[config.mk]
export PLATFORM = sky130hd
export DESIGN_NAME = extmem_ctl
export DESIGN_NICKNAME = d
export VERILOG_FILES = /design/src/rtl/extmem_pkg.sv /design/src/rtl/extmem_winreg.sv /design/src/rtl/extmem_ctl.sv
export SDC_FILE = /design/constraint.sdc
export NUM_CORES = 1
export LEC_CHECK = 0
export BUFFER_PORTS_ARGS = -buffer_cell sky130_fd_sc_hd__buf_2
export CORE_MARGIN = 1.5
export CORE_UTILIZATION = 47
export CTS_BUF_LIST = sky130_fd_sc_hd__clkbuf_8
export DETAILED_ROUTE_END_ITERATION = 7
export PLACE_DENSITY = 0.78
export SETUP_SLACK_MARGIN = 0.05
export SYNTH_ARGS = -nofsm -noshare
export SYNTH_HDL_FRONTEND = slang
export SYNTH_SLANG_ARGS = --single-unit
[constraint.sdc]
create_clock -name clk -period 1.58 [get_ports clk]
set_input_delay 0.158 -clock clk [delete_from_list [all_inputs] [get_ports clk]]
set_output_delay 0.158 -clock clk [all_outputs]
set_load 0.05 [all_outputs]
[src/rtl/extmem_pkg.sv]
// Shared definitions for the external SRAM controller: FSM states,
// register offsets and register field positions.
package extmem_pkg;

    typedef enum logic [1:0] {
        ST_IDLE,
        ST_CPU_ACC,
        ST_VID_ACC
    } state_e;

    localparam logic [2:0] OFF_STATUS = 3'd7;

    localparam int BIT_EN    = 7;
    localparam int BIT_WLOCK = 6;
    localparam int BIT_VIOL  = 0;
    localparam int BIT_VPEND = 1;
    localparam int BIT_BUSY  = 2;

    // Bits of a window register that actually hold state; the rest read 0.
    function automatic logic [7:0] win_mask(input int page_bits);
        return 8'hC0 | 8'((1 << page_bits) - 1);
    endfunction

endpackage

[src/rtl/extmem_winreg.sv]
// Window register file with write-lock lookup and combinational
// translation of a CPU address into the external SRAM address space.
module extmem_winreg
    import extmem_pkg::*;
#(
    parameter int NWIN      = 4,
    parameter int WIN_SLOT0 = 4,
    parameter int PAGE_BITS = 5,
    parameter int EXT_AW    = 18
) (
    input  logic              clk,
    input  logic              rst,
    input  logic              wr_en,
    input  logic [2:0]        off,
    input  logic [7:0]        wr_data,
    input  logic [15:0]       ad,
    output logic [7:0]        rd_data,
    output logic [EXT_AW-1:0] xlat_ad,
    output logic              hit_lock
);

    localparam logic [7:0] WIN_MASK = win_mask(PAGE_BITS);

    logic [NWIN*8-1:0] win_flat;
    logic [NWIN-1:0]   hit;

    generate
        for (genvar gi = 0; gi < NWIN; gi++) begin : g_win
            logic [7:0] win_q;
            logic [7:0] win_d;

            always_comb begin
                win_d = win_q;
                if (wr_en && off == 3'(gi)) begin
                    win_d = wr_data & WIN_MASK;
                end
            end

            always_ff @(posedge clk) begin
                if (rst) begin
                    win_q <= '0;
                end else begin
                    win_q <= win_d;
                end
            end

            assign win_flat[gi*8 +: 8] = win_q;
            assign hit[gi] = win_q[BIT_EN] && (ad[15:13] == 3'(WIN_SLOT0 + gi));
        end
    endgenerate

    // Windows occupy distinct slots, so at most one hit bit is set.
    always_comb begin
        xlat_ad  = EXT_AW'(ad);
        hit_lock = 1'b0;
        rd_data  = 8'h00;
        for (int i = 0; i < NWIN; i++) begin
            if (hit[i]) begin
                xlat_ad  = EXT_AW'({win_flat[i*8 +: PAGE_BITS], ad[12:0]});
                hit_lock = win_flat[i*8 + BIT_WLOCK];
            end
            if (off == 3'(i)) begin
                rd_data = win_flat[i*8 +: 8];
            end
        end
    end

endmodule

[src/rtl/extmem_ctl.sv]
// External SRAM controller: CPU/VPU arbitration, wait-state sequencing
// with CPU clock hold, SRAM strobes and the register block front end.
module extmem_ctl
    import extmem_pkg::*;
#(
    parameter int NWIN      = 4,
    parameter int WIN_SLOT0 = 4,
    parameter int PAGE_BITS = 5,
    parameter int EXT_AW    = 18,
    parameter int WAIT_CYC  = 1
) (
    input  logic              clk,
    input  logic              rst,
    input  logic [15:0]       AD,
    input  logic [7:0]        DI,
    output logic [7:0]        DO,
    input  logic              rw,
    input  logic              vma,
    input  logic              cs,
    input  logic              ext_sel,
    output logic [7:0]        cpu_rdata,
    output logic              hold,
    input  logic              vreq,
    input  logic [15:0]       vaddr,
    output logic              vack,
    output logic [7:0]        vdata,
    output logic [EXT_AW-1:0] ext_ad,
    input  logic [7:0]        ext_dq_i,
    output logic [7:0]        ext_dq_o,
    output logic              ext_dq_oe,
    output logic              ext_cs,
    output logic              ext_oe_n,
    output logic              ext_we_n
);

    localparam logic [2:0] WC = 3'(WAIT_CYC);

    state_e             state_q, state_d;
    logic [2:0]         cnt_q, cnt_d;
    logic               wr_q, wr_d;
    logic [EXT_AW-1:0]  ad_q, ad_d;
    logic               vack_q, vack_d;
    logic [7:0]         vdata_q, vdata_d;
    logic               viol_q, viol_d;

    logic               cpu_req, reg_wr, reg_rd, lock_viol, vreq_eff, last_cyc;
    logic [7:0]         win_rd, status;
    logic [EXT_AW-1:0]  xlat_ad;
    logic               hit_lock;

    assign cpu_req   = ext_sel & vma & ~cs;
    assign reg_wr    = cs & vma & ~rw;
    assign reg_rd    = cs & vma & rw;
    assign lock_viol = cpu_req & ~rw & hit_lock;
    // vreq is still high in the vack cycle; it belongs to the request just served.
    assign vreq_eff  = vreq & ~vack_q;
    assign last_cyc  = (cnt_q == WC);

    extmem_winreg #(
        .NWIN      (NWIN),
        .WIN_SLOT0 (WIN_SLOT0),
        .PAGE_BITS (PAGE_BITS),
        .EXT_AW    (EXT_AW)
    ) u_winreg (
        .clk      (clk),
        .rst      (rst),
        .wr_en    (reg_wr),
        .off      (AD[2:0]),
        .wr_data  (DI),
        .ad       (AD),
        .rd_data  (win_rd),
        .xlat_ad  (xlat_ad),
        .hit_lock (hit_lock)
    );

    always_comb begin
        state_d = state_q;
        cnt_d   = cnt_q;
        wr_d    = wr_q;
        ad_d    = ad_q;
        vack_d  = 1'b0;
        vdata_d = vdata_q;
        viol_d  = viol_q;
        if (reg_rd && AD[2:0] == OFF_STATUS) begin
            viol_d = 1'b0;
        end
        case (state_q)
            ST_IDLE: begin
                if (vreq_eff) begin
                    state_d = ST_VID_ACC;
                    cnt_d   = 3'd0;
                    ad_d    = EXT_AW'(vaddr);
                end else if (cpu_req) begin
                    if (lock_viol) begin
                        viol_d = 1'b1;
                    end else begin
                        state_d = ST_CPU_ACC;
                        cnt_d   = 3'd0;
                        wr_d    = ~rw;
                        ad_d    = xlat_ad;
                    end
                end
            end
            ST_CPU_ACC: begin
                if (last_cyc) begin
                    state_d = ST_IDLE;
                    cnt_d   = 3'd0;
                end else begin
                    cnt_d = cnt_q + 3'd1;
                end
            end
            ST_VID_ACC: begin
                if (last_cyc) begin
                    state_d = ST_IDLE;
                    cnt_d   = 3'd0;
                    vdata_d = ext_dq_i;
                    vack_d  = 1'b1;
                end else begin
                    cnt_d = cnt_q + 3'd1;
                end
            end
            default: state_d = ST_IDLE;
        endcase
    end

    always_ff @(posedge clk) begin
        if (rst) begin
            state_q <= ST_IDLE;
            cnt_q   <= 3'd0;
            wr_q    <= 1'b0;
            ad_q    <= '0;
            vack_q  <= 1'b0;
            vdata_q <= 8'h00;
            viol_q  <= 1'b0;
        end else begin
            state_q <= state_d;
            cnt_q   <= cnt_d;
            wr_q    <= wr_d;
            ad_q    <= ad_d;
            vack_q  <= vack_d;
            vdata_q <= vdata_d;
            viol_q  <= viol_d;
        end
    end

    always_comb begin
        status            = 8'h00;
        status[BIT_VIOL]  = viol_q;
        status[BIT_VPEND] = vreq;
        status[BIT_BUSY]  = (state_q != ST_IDLE);
        DO = 8'h00;
        if (reg_rd) begin
            DO = (AD[2:0] == OFF_STATUS) ? status : win_rd;
        end
    end

    // The last CPU_ACC cycle drops hold so the CPU edge ending it samples the SRAM.
    assign hold = (state_q == ST_VID_ACC)
                | ((state_q == ST_IDLE) & cpu_req & vreq)
                | ((state_q == ST_CPU_ACC) & ~last_cyc);

    assign cpu_rdata = ext_dq_i;
    assign vack      = vack_q;
    assign vdata     = vdata_q;
    assign ext_ad    = ad_q;
    assign ext_dq_o  = DI;
    assign ext_cs    = (state_q != ST_IDLE);
    assign ext_oe_n  = ~((state_q == ST_VID_ACC) | ((state_q == ST_CPU_ACC) & ~wr_q));
    assign ext_we_n  = ~((state_q == ST_CPU_ACC) & wr_q & last_cyc);
    assign ext_dq_oe = (state_q == ST_CPU_ACC) & wr_q;

endmodule

==> results.cfg, run 1 <==
[worst_setup_path]
worstRegToRegCells = 7
critPathArrivalTime_ns = 1.64
r2r_setup_slack_ns = -0.09
startpoint_type = register
crit_path_max_fanout = 2
r2r_end = ext_ad[3]
path_class = register to primary output
worstSetupEndpointType = primary output
cp.required_ns = 1.42
r2r_start = u_winreg.g_win[0].win_q[7]

[routing]
dr.first_iter.drc_count = 298
routedWlPerCell_um = 17.12
vias = 3606
firstDrtPassIters = 5
wl_um = 11060
drc = 0
ant_nets = 0
viasPerCell = 5.582

[cells_and_area]
final_cell_area_um2 = 5147
area_growth_pct = 53.28
stdcell_count = 646
utilization_pct = 74.94
drive_gt1_share_pct = 56.73
diodes = 0
nets = 603

[power_and_ir_drop]
ir_drop_uv = 617.1
powerDensity_nw_per_um2 = 899.4
leakage_uw = 0.002236

[placement]
place_area_um2 = 4252
place.gp.congestion = 0.9108
io_buffers = 107
placed_cells_incl_taps = 600
hpwl_um = 7112

[synth]
avgSynthCellArea_um2 = 8.523
synth_area_um2 = 3358
ys_seq_elements = 62
yosys_warnings = 0
synth_ff_type = dfxtp_1
synthCells = 394
postSynth.asyncResetShare_pct = 0
syn-num-nets = 452
seq_area_frac_synth_pct = 36.96
ys_types = 50
synth-edff-count = 0

[clock_tree]
cts_tree = yes
insertion_delay_ns = 0.35
htreeDepth = 3
ctsRootBufferMaster = clkbuf_8
cts_buffers = 9
clock_path_buffers = 2
path_clk_slew_ns = 0.07
clkSinkCount = 62

[die]
die_y_um = 87.53
coreArea_um2 = 6869
dieArea_um2 = 7662
initial_core_util_pct = 48.89
io_pins = 111
placementRows = 30
fp.dieW_um = 87.53

[worst_hold_path]
holdCritStartpoint = ext_dq_i[7]
hold_end = vdata[7]
hp-class = input port to register
min_path_cells = 3

[timing]
finalSetupViolCount = 25
layout_setup_ws_ns = -0.2149
min_period_ns = 1.795
fin_setup_tns_ns = -1.535
finalHoldViolCount = 0
slew_violations = 0
max_freq_mhz = 557.1
skew_ns = 0.004257
rsz0062_at_grt = yes
final.period_utilization_pct = 113.6

[outcome]
status = finished, violations left
violations = setup timing

[global_routing]
grt_pass1_wl_um = 16860
gr-usage-met1_pct = 36.43
antenna_found_initial = 0
globalRoute.totalOverflow = 0
grtUsageTotal_pct = 28.61
grt_use_met3_pct = 5.749
grt_pass1_vias = 3429
gr-usage-met2_pct = 47.90
busiest_layer = met2
grt_max_degree = 46

[flow_run]
maxCapViolations = 0
## power by group
group          internal, uW  switching (uW)  total (uW)  leakage [uW]
Combinational           645            1020        1660       0.00163
Sequential             1650            67.0        1710      0.000518
Clock                   570             684        1250     0.0000852
## placed cells by master, fill, tap and decap left out, types with 5 or more instances in the layout
cell type	netlist	layout
nand3b_1	6	6
nand2_1	55	53
a21oi_1	26	19
nor2_1	44	36
a21oi_2	0	7
mux2i_1	36	33
clkbuf_8	0	9
a211oi_2	0	7
o21ai_0	13	5
buf_6	2	21
nor2b_1	11	5
buf_4	18	57
nor2_2	11	14
dfxtp_2	0	21
nor2_4	1	6
nand3_1	10	8
a311oi_2	10	14
buf_2	5	95
dfxtp_1	62	37
## cells by family after synthesis
group	count (synthesis)	synth area share [%]
compound gates	86	20.04
fa+ha+maj	3	1.118
buf+inv	49	8.122
flops	62	36.96
mux	37	11.07
other cells	1	0.1117
simple gates	156	22.58
## sequential cells by signal, indices dropped and copies added (netlist names)
| name | flops |
|---|---|
| u_winreg.g_win.win_q | 28 |
| cnt_q | 3 |
| vack | 1 |
| ext_ad | 18 |
| wr_q | 1 |
| state_q | 2 |
| viol_q | 1 |
| vdata | 8 |
## Yosys cell counts (2+ instances only)
| cell | instances | area, um^2 |
|---|---|---|
| a2111oi_0 | 4 | 35.03 |
| ha_1 | 3 | 37.54 |
| a21oi_1 | 26 | 130.1 |
| nor2_2 | 11 | 68.82 |
| a211oi_1 | 8 | 60.06 |
| a311oi_1 | 5 | 43.79 |
| nand3b_1 | 6 | 45.04 |
| nand2_1 | 55 | 206.5 |
| a221o_1 | 2 | 20.02 |
| dfxtp_1 | 62 | 1241 |
| a31oi_1 | 2 | 12.51 |
| buf_6 | 2 | 22.52 |
| mux2i_1 | 36 | 360.4 |
| and2_1 | 2 | 12.51 |
| nand2b_1 | 3 | 18.77 |
| o21bai_1 | 2 | 15.01 |
| clkbuf_1 | 15 | 56.30 |
| inv_1 | 9 | 33.78 |
| a21o_1 | 2 | 15.01 |
| o21ai_0 | 13 | 65.06 |
| nor2_1 | 44 | 165.2 |
| a311oi_2 | 10 | 150.1 |
| nor2b_1 | 11 | 68.82 |
| or3_1 | 2 | 12.51 |
| o211ai_1 | 4 | 30.03 |
| buf_4 | 18 | 135.1 |
| buf_2 | 5 | 25.02 |
| nand3_1 | 10 | 50.05 |
## layer usage
metal	wire, um	vias up
met5	0	-
met4	287	0
met3	726	33
met2	5390	169
met1	4656	1732
li1	-	1672
## cell type report
cell class                 instances  area (um^2)
clock buffer                       9        123.9
clock inverter                     7        51.30
fill                             461         1722
inverter                           9        36.28
multi-input combinational        283         2243
sequential                        62         1282
tap                               96        120.1
timing repair buffer             180         1290
## metrics by stage
stage | hold WS, ns | power (uW) | setup slack, ns
after global routing | 0.06187 | 4815 | -0.2594
after floorplan | 0.2677 | 2690 | 0.03947
after detailed placement | 0.3166 | 3009 | -0.1099
after global placement | 0.3166 | 2984 | -0.1055
final | 0.05611 | 4630 | -0.2149
after CTS | 0.04499 | 4524 | -0.1819
## critical path, cell delays in order, from the launching register on
cell and delay [ns]:
dfxtp_2 0.33, mux2i_1 0.06, nor2_1 0.10, a21oi_1 0.08, o221a_2 0.32, a211oi_4 0.20, buf_6 0.20
## how the worst max path moves through the flow
stage               slack [ns]         end  depth (start not counted)                        from
global route             -0.26       DO[2]                          6  u_winreg.g_win[2].win_q[2]
detailed placement       -0.11    cnt_q[1]                          7                      AD[13]
global placement         -0.11       DO[2]                          6                       AD[0]
finish                   -0.21       DO[2]                          6  u_winreg.g_win[2].win_q[2]
floorplan                 0.04  state_q[1]                          7                      AD[13]
CTS                      -0.18       DO[2]                          6  u_winreg.g_win[2].win_q[2]
## repair_timing
action	4_1_cts	5_1_grt
hold buffers	0	0
pin swaps	30	20
setup buffers	26	5
gates cloned	3	0
endpoints found under the setup margin	36	35
gates resized for setup	102	35
No activity file was read; power rests on OpenSTA's default activity.
==> run 2, diff against run 1 <==
ABC_AREA = 1   (was not set)
==> run 2 against run 1 <==
The flow now finishes without violations. Critical path depth is the same. Core utilization shrank 6.5 points. Sequential share of layout area grew 1.8 points. Clock power hardly changed. Critical path type unchanged. Highest routed layer unchanged.
==> results.cfg, run 2 <==
[die]
placementRows = 30
initial_core_util_pct = 49.11
io_pins = 111
coreArea_um2 = 6869
dieArea_um2 = 7694
die_y_um = 87.72
fp.dieW_um = 87.72

[timing]
skew_ns = 0.009123
min_period_ns = 1.547
slew_violations = 0
finalHoldViolCount = 0
rsz0062_at_grt = yes
final.period_utilization_pct = 97.92
max_freq_mhz = 646.4
finalSetupViolCount = 0

[worst_setup_path]
cp.required_ns = 1.42
critPathArrivalTime_ns = 1.39
r2r_setup_slack_ns = 0.08
path_class = register to primary output
worstSetupEndpointType = primary output
worstRegToRegCells = 11
r2r_start = u_winreg.g_win[1].win_q[7]
startpoint_type = register
r2r_end = ext_ad[2]
crit_path_max_fanout = 3

[cells_and_area]
nets = 671
multiInputGateArea_um2 = 1958
largest_reg_flops = 28
n_fill_cell = 605
area_growth_pct = 39.32
drive_gt1_share_pct = 42.86
register_area_um2 = 1257
final_common_cell = buf_2
top_register = u_winreg.g_win.win_q
final_cell_mix = buf_2, nand2_1, nor2_1, dfxtp_1, inv_1
utilization_pct = 68.42

[clock_tree]
htreeDepth = 3
insertion_delay_ns = 0.34
clkSinkCount = 62
ctsRootBufferMaster = clkbuf_8
cts_buffers = 9
cts_tree = yes
clock_path_buffers = 2
holdBufCountCts = 0
path_clk_slew_ns = 0.07

[synth]
synth.most_common_cell = nand2_1
synth_commonest_cells = nand2_1, nor2_1, dfxtp_1
syn-num-nets = 544
yosys_warnings = 0
synth_top_cell_by_area = dfxtp_1
synthCells = 486
ys_types = 33
yosys-top-cells-area = dfxtp_1, nand2_1, nor2_1
synth_ff_type = dfxtp_1
postSynth.asyncResetShare_pct = 0
avgSynthCellArea_um2 = 6.941
seq_area_frac_synth_pct = 36.80
synth_top_area_share_pct = 36.80
ys_seq_elements = 62
synth-edff-count = 0
synth_area_um2 = 3373

[worst_hold_path]
min_path_cells = 3
hp-class = input port to register
hold_end = vdata[1]
holdCritStartpoint = ext_dq_i[1]

[power_and_ir_drop]
p_total_uw = 6042
leakage_uw = 0.002158
powerDensity_nw_per_um2 = 1286
ir_drop_uv = 546.4

[global_routing]
grt_pass1_vias = 3243
antenna_found_initial = 0
grt_max_degree = 50
globalRoute.totalOverflow = 0
grt_pass1_wl_um = 14820
grtUsageTotal_pct = 25.00

[placement]
io_buffers = 107
place.gp.congestion = 0.9200
hpwl_um = 7211

[routing]
viasPerCell = 5.074
firstDrtPassIters = 5
drc = 0
dr.first_iter.drc_count = 111
wl_um = 9831
vias = 3618
ant_nets = 0
routedWlPerCell_um = 13.79

[outcome]
status = complete, no violations

[flow_run]
maxCapViolations = 0
## run 2: cell count changes in the layout (fill, tap and decap cells not counted), moves of 12 or more
cell	previous run	this run
nor2_1	36	55
buf_6	21	9
buf_4	57	40
nand3_1	8	33
o21ai_0	5	42
inv_1	4	44
mux2i_1	33	10
dfxtp_1	37	49
nand2_1	53	73
a311oi_2	14	0
a21oi_1	19	37
## run 2: metrics by stage
step | TNS (ns) | setup slack, ns | hold slack (ns) | instances | instance area, um^2
after floorplan | -0.1242 | -0.1242 | 0.2197 | 486 | 3495
after global placement | 0 | 0.01387 | 0.3163 | 680 | 4128
after detailed placement | -0.02860 | -0.02860 | 0.3163 | 680 | 4128
after CTS | -0.001297 | -0.001297 | 0.08496 | 694 | 4395
after global routing | -0.1764 | -0.02986 | 0.09982 | 712 | 4697
final | 0 | 0.03288 | 0.09119 | 713 | 4700
## run 2: worst max-delay path by stage
stage,startpoint,end,slack [ns],depth (start not counted)
floorplan,state_q[0],DO[2],-0.12,6
global placement,AD[2],DO[1],0.01,9
detailed placement,AD[2],DO[1],-0.03,9
CTS,state_q[1],DO[2],-0.001,6
global route,state_q[1],DO[2],-0.03,6
finish,state_q[1],DO[2],0.03,6
## run 2: worst max-delay path, stage by stage (launching register included)
cell and delay [ns]:
dfxtp_2 0.35, inv_2 0.05, ha_4 0.17, clkinvlp_4 0.07, nor2_2 0.05, a211oi_4 0.17
buf_6 0.19
## run 2: what timing repair did
action,4_1_cts,5_1_grt
pin swaps,7,9
cloned,0,1
setup buffers,1,17
gates resized for setup,41,44
setup endpoints to repair,10,34
## run 2: cell families after synthesis
group	after synthesis	synth area share [%]
flops	62	36.80
fa+ha+maj	3	1.113
compound gates	104	16.54
buf+inv	91	13.13
xor+xnor	1	0.2597
other cells	1	0.1112
mux	10	2.967
simple gates	214	29.08
## run 2: area by class of cell
cell class | instances | share of cell area [%]
repair inverters | 1 | 0.1864
clock inverters | 2 | 0.1864
well taps | 96 | 2.556
flip-flops and latches | 62 | 26.76
repair buffers | 148 | 20.10
diodes | 1 | 0.05325
multi-input cells | 333 | 41.67
inverters | 58 | 4.979
clock buffers | 12 | 3.514
## run 2: routing by layer
layer / global-route usage, % / up-vias / part of all wire (%)
li1: - / 1802 / -
met3: 4.336 / 17 / 6.1
met4: 10.39 / 0 / 2.0
met1: 29.72 / 1662 / 42
met5: 0 / - / 0
met2: 44.27 / 137 / 50
## run 2: report_power, final
group	internal (uW)	leakage (uW)	switching, uW
sequential	1790	0.000511	168
clock	672	0.0000955	590
combinational	914	0.00155	1900
